`src/rtl/riscv_pipe_pkg.sv`:
```
// Shared pipeline definitions: control-byte bit positions, MEM-stage FSM states
// and the hardwired-zero register index.
package riscv_pipe_pkg;

    localparam int unsigned CTL_ALU_SRC    = 7;
    localparam int unsigned CTL_MEM_TO_REG = 6;
    localparam int unsigned CTL_REG_WRITE  = 5;
    localparam int unsigned CTL_MEM_READ   = 4;
    localparam int unsigned CTL_MEM_WRITE  = 3;
    localparam int unsigned CTL_BRANCH     = 2;
    localparam int unsigned CTL_ALU_OP     = 0;   // low bit of the 2-bit alu_op field

    localparam logic [4:0] REG_X0 = 5'd0;

    typedef enum logic {
        ST_IDLE   = 1'b0,
        ST_ACCESS = 1'b1
    } mem_state_t;

endpackage

```
`src/rtl/dmem_if_fsm.sv`:
```
// Data-memory req/ready sequencer with access timeout. Reports completion,
// a one-cycle abort after a timeout, and the pipeline stall request.
module dmem_if_fsm
    import riscv_pipe_pkg::*;
#(
    parameter int unsigned MEM_TIMEOUT = 16
) (
    input  logic clk,
    input  logic rst_n,
    input  logic start,
    input  logic dmem_ready,
    output logic busy,
    output logic done,
    output logic abort,
    output logic stall
);

    localparam int unsigned   TW     = $clog2(MEM_TIMEOUT);
    localparam logic [TW-1:0] T_LAST = TW'(MEM_TIMEOUT - 1);

    mem_state_t    state;
    logic [TW-1:0] timer;
    logic          abort_q;

    always_ff @(posedge clk or negedge rst_n) begin
        if (!rst_n) begin
            state   <= ST_IDLE;
            timer   <= '0;
            abort_q <= 1'b0;
        end else begin
            abort_q <= 1'b0;
            case (state)
                ST_IDLE: begin
                    timer <= '0;
                    if (start) state <= ST_ACCESS;
                end
                ST_ACCESS: begin
                    // A completing access may hand straight over to the next one
                    if (dmem_ready) begin
                        timer <= '0;
                        state <= start ? ST_ACCESS : ST_IDLE;
                    end else if (timer == T_LAST) begin
                        timer   <= '0;
                        state   <= ST_IDLE;
                        abort_q <= 1'b1;
                    end else begin
                        timer <= timer + TW'(1);
                    end
                end
                default: state <= ST_IDLE;
            endcase
        end
    end

    assign busy  = (state == ST_ACCESS);
    assign done  = busy && dmem_ready;
    assign stall = busy && !dmem_ready;
    assign abort = abort_q;

endmodule

```
`src/rtl/mem_access_stage.sv`:
```
// MEM pipeline stage: EX/MEM register, word load/store over req/ready,
// forwarding back to EX, branch redirect to IF and registered writeback.
module mem_access_stage
    import riscv_pipe_pkg::*;
#(
    parameter int unsigned MEM_TIMEOUT = 16
) (
    input  logic        clk,
    input  logic        rst_n,
    input  logic [7:0]  input_control,
    input  logic [4:0]  input_reg_addr,
    input  logic [31:0] input_pc,
    input  logic [31:0] input_ALU_result,
    input  logic [31:0] input_write_data,
    input  logic        input_zero_flag,
    output logic [4:0]  output_mempro_addr,
    output logic [31:0] output_mempro_data,
    output logic        output_mempro_load,
    output logic        output_stall,
    output logic        output_pc_src,
    output logic [31:0] output_branch_pc,
    output logic        dmem_req,
    output logic        dmem_we,
    output logic [31:0] dmem_addr,
    output logic [31:0] dmem_wdata,
    input  logic        dmem_ready,
    input  logic [31:0] dmem_rdata,
    output logic        wb_valid,
    output logic        wb_reg_write,
    output logic [4:0]  wb_reg_addr,
    output logic [31:0] wb_data,
    output logic        output_mem_err
);

    logic [7:0]  ctl_q;
    logic [4:0]  rd_q;
    logic [31:0] alu_q;
    logic [31:0] wdata_q;
    logic        misalign_q;
    logic        pc_src_q;
    logic [31:0] branch_pc_q;

    logic busy, done, abort, stall;
    logic in_mem, in_aligned, start;
    logic is_load, eff_rw;
    logic [31:0] load_data;
    logic unused_ctl;

    assign in_mem     = input_control[CTL_MEM_READ] | input_control[CTL_MEM_WRITE];
    assign in_aligned = (input_ALU_result[1:0] == 2'b00);
    // Access starts on the same edge that latches the instruction, so ready in
    // the first MEM cycle completes without any stall.
    assign start      = !stall && in_mem && in_aligned;

    dmem_if_fsm #(
        .MEM_TIMEOUT(MEM_TIMEOUT)
    ) u_fsm (
        .clk       (clk),
        .rst_n     (rst_n),
        .start     (start),
        .dmem_ready(dmem_ready),
        .busy      (busy),
        .done      (done),
        .abort     (abort),
        .stall     (stall)
    );

    always_ff @(posedge clk or negedge rst_n) begin
        if (!rst_n) begin
            ctl_q       <= '0;
            rd_q        <= '0;
            alu_q       <= '0;
            wdata_q     <= '0;
            misalign_q  <= 1'b0;
            pc_src_q    <= 1'b0;
            branch_pc_q <= '0;
        end else if (!stall) begin
            ctl_q       <= input_control;
            rd_q        <= input_reg_addr;
            alu_q       <= input_ALU_result;
            wdata_q     <= input_write_data;
            misalign_q  <= in_mem && !in_aligned;
            pc_src_q    <= input_control[CTL_BRANCH] && input_zero_flag;
            branch_pc_q <= input_pc;
        end else begin
            pc_src_q    <= 1'b0;
        end
    end

    assign is_load   = ctl_q[CTL_MEM_READ];
    assign eff_rw    = ctl_q[CTL_REG_WRITE] && (rd_q != REG_X0) && !misalign_q && !abort;
    assign load_data = done ? dmem_rdata : '0;

    always_ff @(posedge clk or negedge rst_n) begin
        if (!rst_n) begin
            wb_valid     <= 1'b0;
            wb_reg_write <= 1'b0;
            wb_reg_addr  <= '0;
            wb_data      <= '0;
        end else if (stall) begin
            wb_valid     <= 1'b0;
            wb_reg_write <= 1'b0;
        end else begin
            wb_valid     <= (ctl_q != '0);
            wb_reg_write <= eff_rw;
            wb_reg_addr  <= rd_q;
            wb_data      <= is_load ? load_data : alu_q;
        end
    end

    assign output_mempro_addr = eff_rw ? rd_q : REG_X0;
    assign output_mempro_data = is_load ? load_data : alu_q;
    assign output_mempro_load = eff_rw && is_load && !done;
    assign output_stall       = stall;
    assign output_pc_src      = pc_src_q;
    assign output_branch_pc   = branch_pc_q;
    assign output_mem_err     = misalign_q | abort;

    assign dmem_req   = busy;
    assign dmem_we    = busy && ctl_q[CTL_MEM_WRITE];
    assign dmem_addr  = busy ? {alu_q[31:2], 2'b00} : '0;
    assign dmem_wdata = busy ? wdata_q : '0;

    assign unused_ctl = ^{ctl_q[CTL_ALU_SRC], ctl_q[CTL_MEM_TO_REG], ctl_q[CTL_ALU_OP +: 2]};

endmodule
```
`config.mk`:
```
export PLATFORM = sky130hd
export DESIGN_NAME = mem_access_stage
export DESIGN_NICKNAME = d
export VERILOG_FILES = /design/src/rtl/riscv_pipe_pkg.sv /design/src/rtl/dmem_if_fsm.sv /design/src/rtl/mem_access_stage.sv
export SDC_FILE = /design/constraint.sdc
export NUM_CORES = 1
export LEC_CHECK = 0
export BUFFER_PORTS_ARGS = -buffer_cell sky130_fd_sc_hd__buf_2
export CORE_MARGIN = 5
export CORE_UTILIZATION = 50
export CTS_BUF_LIST = sky130_fd_sc_hd__clkbuf_4 sky130_fd_sc_hd__clkbuf_8 sky130_fd_sc_hd__clkbuf_16
export DETAILED_ROUTE_END_ITERATION = 8
export GPL_ROUTABILITY_DRIVEN = 0
export PLACE_DENSITY = 0.9
export SLEW_MARGIN = 20
export SYNTH_ARGS = -nofsm -noshare
export SYNTH_HDL_FRONTEND = slang
export SYNTH_SLANG_ARGS = --single-unit
```
`constraint.sdc`:
```
create_clock -name clk -period 2.3 [get_ports clk]
set_clock_uncertainty 0.05 [all_clocks]
set_input_delay 0.115 -clock clk [delete_from_list [all_inputs] [get_ports clk]]
set_output_delay 0.115 -clock clk [all_outputs]
set_load 0.02 [all_outputs]
```
==> results of run 1 <==
cells in the final DEF (no fill, tap or decap), drive strengths merged, types with 5 or more instances in the layout:
master and instances:
o2bb2ai 30, clkbuf 18, dlygate4sd3 141, a31oi 30
and2 69, nand2b 30, a21oi 30, buf 332
nand2 37, mux2 114, o21ai 5, inv 11
nor2 5, dfrtp 156
layout make-up:
type	count	share of cell area
multi-input cells	369	0.262
inverters	5	0.00174
clock buffers	18	0.0408
flip-flops and latches	156	0.363
repair buffers	473	0.294
diodes	1	0.000232
clock inverters	14	0.0171
well taps	180	0.0209
final timing paths:
kind / startpoint / to / slack [ps] / depth (start not counted)
min reg2reg: u_fsm.timer[0] / u_fsm.timer[0] / 450 / 1
min in group clk: dmem_rdata[1] / wb_data[1] / 220 / 4
max in group asynchronous: rst_n / wdata_q[27] / 1350 / 3
min: rst_n / wb_data[15] / 160 / 2
max: ctl_q[4] / output_mempro_data[22] / 150 / 4
max reg2reg: u_fsm.busy / output_pc_src / 400 / 4
registers in the layout (all words and copies together), names as in the netlist, 4 cells and up:
name and cells:
alu_q 32, ctl_q 8, output_branch_pc 32, rd_q 5, u_fsm.timer 4, wb_data 32, wb_reg_addr 5, wdata_q 32
stage by stage:
stage          instances  utilization
3_3_place_gp        1042        0.634
4_1_cts             1215        0.782
6_report            1216        0.782
5_1_grt             1216        0.782
2_1_floorplan        572            -
3_5_place_dp        1042        0.634
repair_timing:
item | CTS | global route
endpoints found under the setup margin | 29 | 0
hold endpoints to repair | 188 | 0
hold buffers | 141 | 0
resized for setup | 1 | 0
power groups by stage:
stage | Combinational [mW] | Clock, mW | Sequential (mW)
final | 1.96 | 2.98 | 3.21
after global routing | 2.08 | 3.13 | 3.23
after CTS | 1.90 | 2.99 | 3.18
after detailed placement | 1.71 | 0 | 3.23
after global placement | 1.66 | 0 | 3.21
after floorplan | 0.863 | 0 | 3.38
cells by family after synthesis:
logic type      count (synthesis)  share of synthesized area
simple gates                  150                      0.121
other cells                     1                   0.000539
buf+inv                        47                     0.0342
mux                           114                      0.184
compound gates                101                     0.0962
fa+ha+maj                       1                    0.00180
xor+xnor                        1                    0.00126
flops                         156                      0.561
per-layer routing:
metal / track usage / vias up / routed length (um)
met5: 0 / - / 17
li1: - / 2911 / -
met4: 0.142 / 2 / 1140
met1: 0.353 / 3304 / 9010
met2: 0.549 / 459 / 13100
met3: 0.0821 / 95 / 2320
critical path: stages (launching register included):
cell and delay [ps]:
dfrtp_2 360, buf_4 500, nand2_1 250, a21oi_1 220, buf_2 200
==> impl_metrics.yaml, run 1 <==
routing:
  drtIter0Drc: 493
  via_per_inst: 5.57
  drc: 0
  detail_route.wl_per_cell_um: 21.0
  vias: 6771
  antenna_left: 0
  wl_mm: 25.5
  dr.pass1.iters: 5
yosys:
  yosysUniqueCellTypes: 32
  ys_seq_area_frac: 0.561
  synth.most_common_cell: "dfrtp_1"
  ys_top_cells_by_area: "dfrtp_1 (56%), mux2_2 (18%), and2_1 (6.2%), o2bb2ai_1 (3.8%), a31oi_1 (2.7%)"
  synth.top_cell.area_share: 0.561
  synthArstFlopShare: 1.00
  synth_edf_count: 0
  synth_common_cells: "dfrtp_1 (156), mux2_2 (114), and2_1 (69), nand2_1 (36)"
  yosysWarnings: 0
  ys_ff_latch: 156
  syn_inst: 571
  synth_flop_cell: "dfrtp_1"
  synth_top_cell_by_area: "dfrtp_1"
  synth.cell_area_mm2: 0.00696
  avgSynthCellArea_um2: 12.2
die:
  dieHeight_um: 128
  coreArea_mm2: 0.0138
  rows: 43
  ios: 323
  die_w_um: 128
  initial_core_util: 0.505
  die-area_mm2: 0.0164
setup_path:
  required_ps: 2130
  endpoint_kind: "output port"
  crit_arrival_ps: 1980
  path_max_fanout: 67
  cp-start-kind: "flip-flop"
  worstSetupPathType: "flip-flop to output port"
timing:
  hold_violations: 0
  finalCriticalPeriod_ps: 2150
  max_freq_ghz: 0.466
  worst_pin_slew_ps: 622
  tns_ps: 0
  hold_slack_ps: 165
  worst_slack_ps: 153
  maxSlewViolCount: 0
  setup_viol: 0
  period_share: 0.933
  relSlewSlack: 0.585
  rsz0062_at_grt: "false"
clocking:
  clockBufferDepth: 2
  cts_tree: "done"
  root_buffer: "clkbuf_16"
  clk_pin_slew_ps: 60
  cts_setup_buffers: 0
  htreeDepth: 4
  cts_buffers: 17
  cts_sinks: 156
  clock_latency_ps: 410
global_routing:
  grt_start_max_net_pins: 68
  track_usage: 0.312
  grt_first_pass_wirelength_mm: 40.0
  grt_overflow_total: 0
  antenna_found_initial: 2
  grt_pass1_vias: 7369
finish:
  finalInstanceArea_mm2: 0.0108
  fin_nets: 1168
  nFillCells: 765
  multi_input_area_mm2: 0.00283
  drive_gt1_frac: 0.469
  syn_to_final_growth_pct: 54.8
  seq_area_mm2: 0.00391
pwr:
  combPwrFrac: 0.240
  max-vdd-ir-drop_uv: 677
  netSwitchingFraction: 0.309
  p_seq_frac: 0.394
  p_leak_nw: 5.33
  pwr-share-clk: 0.366
  internal-power_mw: 5.62
  power.density_mw_per_mm2: 756
  finalPower_mw: 8.14
  switchingPower_mw: 2.52
run:
  drv_cap: 0
placed_design:
  dpl-instance-area_mm2: 0.00874
  pre_cts_ws_ps: 273
  dp.final_hpwl_mm: 14.9
  port_buffers: 320
run_status:
  status: "complete, no violations"
worst_hold_path:
  worstHoldPathType: "input pin to asynchronous set/reset pin"
Note: power is estimated with default switching activity, not from simulation.
==> run 2: changes to the inputs <==
- CAP_MARGIN: unset -> 30
- CTS_BUF_LIST: sky130_fd_sc_hd__clkbuf_4 sky130_fd_sc_hd__clkbuf_8 sky130_fd_sc_hd__clkbuf_16 -> sky130_fd_sc_hd__clkbuf_4 sky130_fd_sc_hd__clkbuf_8
==> impl_metrics.yaml, run 2 (synthesized netlist as in run 1, its figures left out) <==
placed_design:
  pre_cts_ws_ps: 612
  dp.cells: 1043
  port_buffers: 320
  dp.final_hpwl_mm: 14.9
die:
  dieHeight_um: 128
  rows: 43
  die-area_mm2: 0.0164
  coreArea_mm2: 0.0138
  die_w_um: 128
  ios: 323
  initial_core_util: 0.505
timing:
  maxSlewViolCount: 0
  max_freq_ghz: 0.468
  period_share: 0.929
  finalCriticalPeriod_ps: 2140
  setup_viol: 0
  worst_pin_slew_ps: 603
  worst_slack_ps: 164
  tns_ps: 0
  relSlewSlack: 0.598
  rsz0062_at_grt: "false"
  hold_violations: 0
finish:
  final_cells: 1220
  syn_to_final_growth_pct: 52.3
  fin_nets: 1171
  final_util: 0.770
  drive_gt1_frac: 0.470
  layout_common_cells: "buf_2 (319), dfrtp_1 (154), dlygate4sd3_1 (142), mux2_2 (114), and2_1 (68)"
  final_common_cell: "buf_2"
setup_path:
  cp-start-kind: "flip-flop"
  path_max_fanout: 37
  required_ps: 2130
  crit_arrival_ps: 1970
  rr_worst_depth: 5
  worstSetupPathType: "flip-flop to output port"
  endpoint_kind: "output port"
pwr:
  max-vdd-ir-drop_uv: 520
  p_seq_frac: 0.441
  finalPower_mw: 7.26
  power.density_mw_per_mm2: 685
  pwr-share-clk: 0.290
  internal-power_mw: 4.91
  combPwrFrac: 0.269
  p_leak_nw: 5.24
  switchingPower_mw: 2.36
  netSwitchingFraction: 0.325
run_status:
  status: "complete, no violations"
global_routing:
  grt_first_pass_wirelength_mm: 38.3
  grt_overflow_total: 0
  gr-usage-met1: 0.342
  grt_busiest_layer: "met2"
  grt_util_met3: 0.0904
  gr-usage-met2: 0.511
  grt_pass1_vias: 7160
  antenna_found_initial: 2
  track_usage: 0.300
  grt_start_max_net_pins: 68
clocking:
  clockBufferDepth: 2
  root_buffer: "clkbuf_8"
  cts_sinks: 156
  cts_buffers: 17
  clock_latency_ps: 430
  clk_pin_slew_ps: 80
  cts_tree: "done"
  htreeDepth: 4
worst_hold_path:
  worstHoldPathType: "input pin to asynchronous set/reset pin"
routing:
  drtIter0Drc: 528
  dr.pass1.iters: 5
  antenna_left: 0
  drc: 0
  vias: 6712
  via_per_inst: 5.50
  wl_mm: 24.9
  detail_route.wl_per_cell_um: 20.4
run:
  drv_cap: 0
## run 2: cell types whose count changed in the layout (fill, tap and decap cells not counted), sizes merged
cell | before | now
buf | 332 | 333
clkinv | 2 | 4
nand2b | 30 | 31
clkbuf | 18 | 20
dlygate4sd3 | 141 | 142
diode | 1 | 2
inv | 11 | 8
bufinv | 3 | 2
## run 2: power groups by stage
stage	registers [mW]	clock network [mW]	logic, mW
after floorplan	3.38	0	0.863
after global placement	3.21	0	1.66
after detailed placement	3.23	0	1.71
after CTS	3.18	2.13	1.90
after global routing	3.23	2.26	2.08
final	3.20	2.11	1.96
## run 2: area by class of cell
class                      count  area (um^2)
timing repair buffer         475         3200
tap                          180          225
sequential                   156         3910
clock buffer                  20          269
multi-input combinational    370         2840
antenna                        2         5.00
inverter                       5         18.8
clock inverter                12          136
fill                         793         3170
## run 2: worst max-delay path, stage by stage (launching register included)
cell	delay (ps)
dfrtp_2	450
buf_4	350
inv_1	70
buf_4	250
nor2_1	190
buf_2	190
## run 2: what timing repair did
action                                  in CTS  in global routing
hold buffers                               142                  0
setup buffers                                0                  0
endpoints found under the setup margin       0                  2
hold endpoints to repair                   272                  0
gates resized for setup                      0                  2
## run 2: path summary, 6_finish.rpt
check,slack (ps),endpoint,start
min reg2reg,450,wdata_q[28],wdata_q[28]
max,160,dmem_addr[31],u_fsm.busy
min in group clk,210,wb_data[11],dmem_ready
max in group asynchronous,1350,wdata_q[30],rst_n
max reg2reg,210,u_fsm.busy,u_fsm.busy
min,150,wb_data[14],rst_n
## run 2: stage by stage
stage / hold slack [ps] / instance area [um^2]
after global placement: 35.2 / 8740
after floorplan: -231 / 6960
after CTS: 117 / 10600
after detailed placement: 39.8 / 8750
after global routing: 157 / 10600
final: 153 / 10600
## run 2: metal layers
metal	wire length (um)	share of wire
met5	17	0.00068
met4	1130	0.045
met3	2440	0.098
met2	12400	0.50
met1	8880	0.36
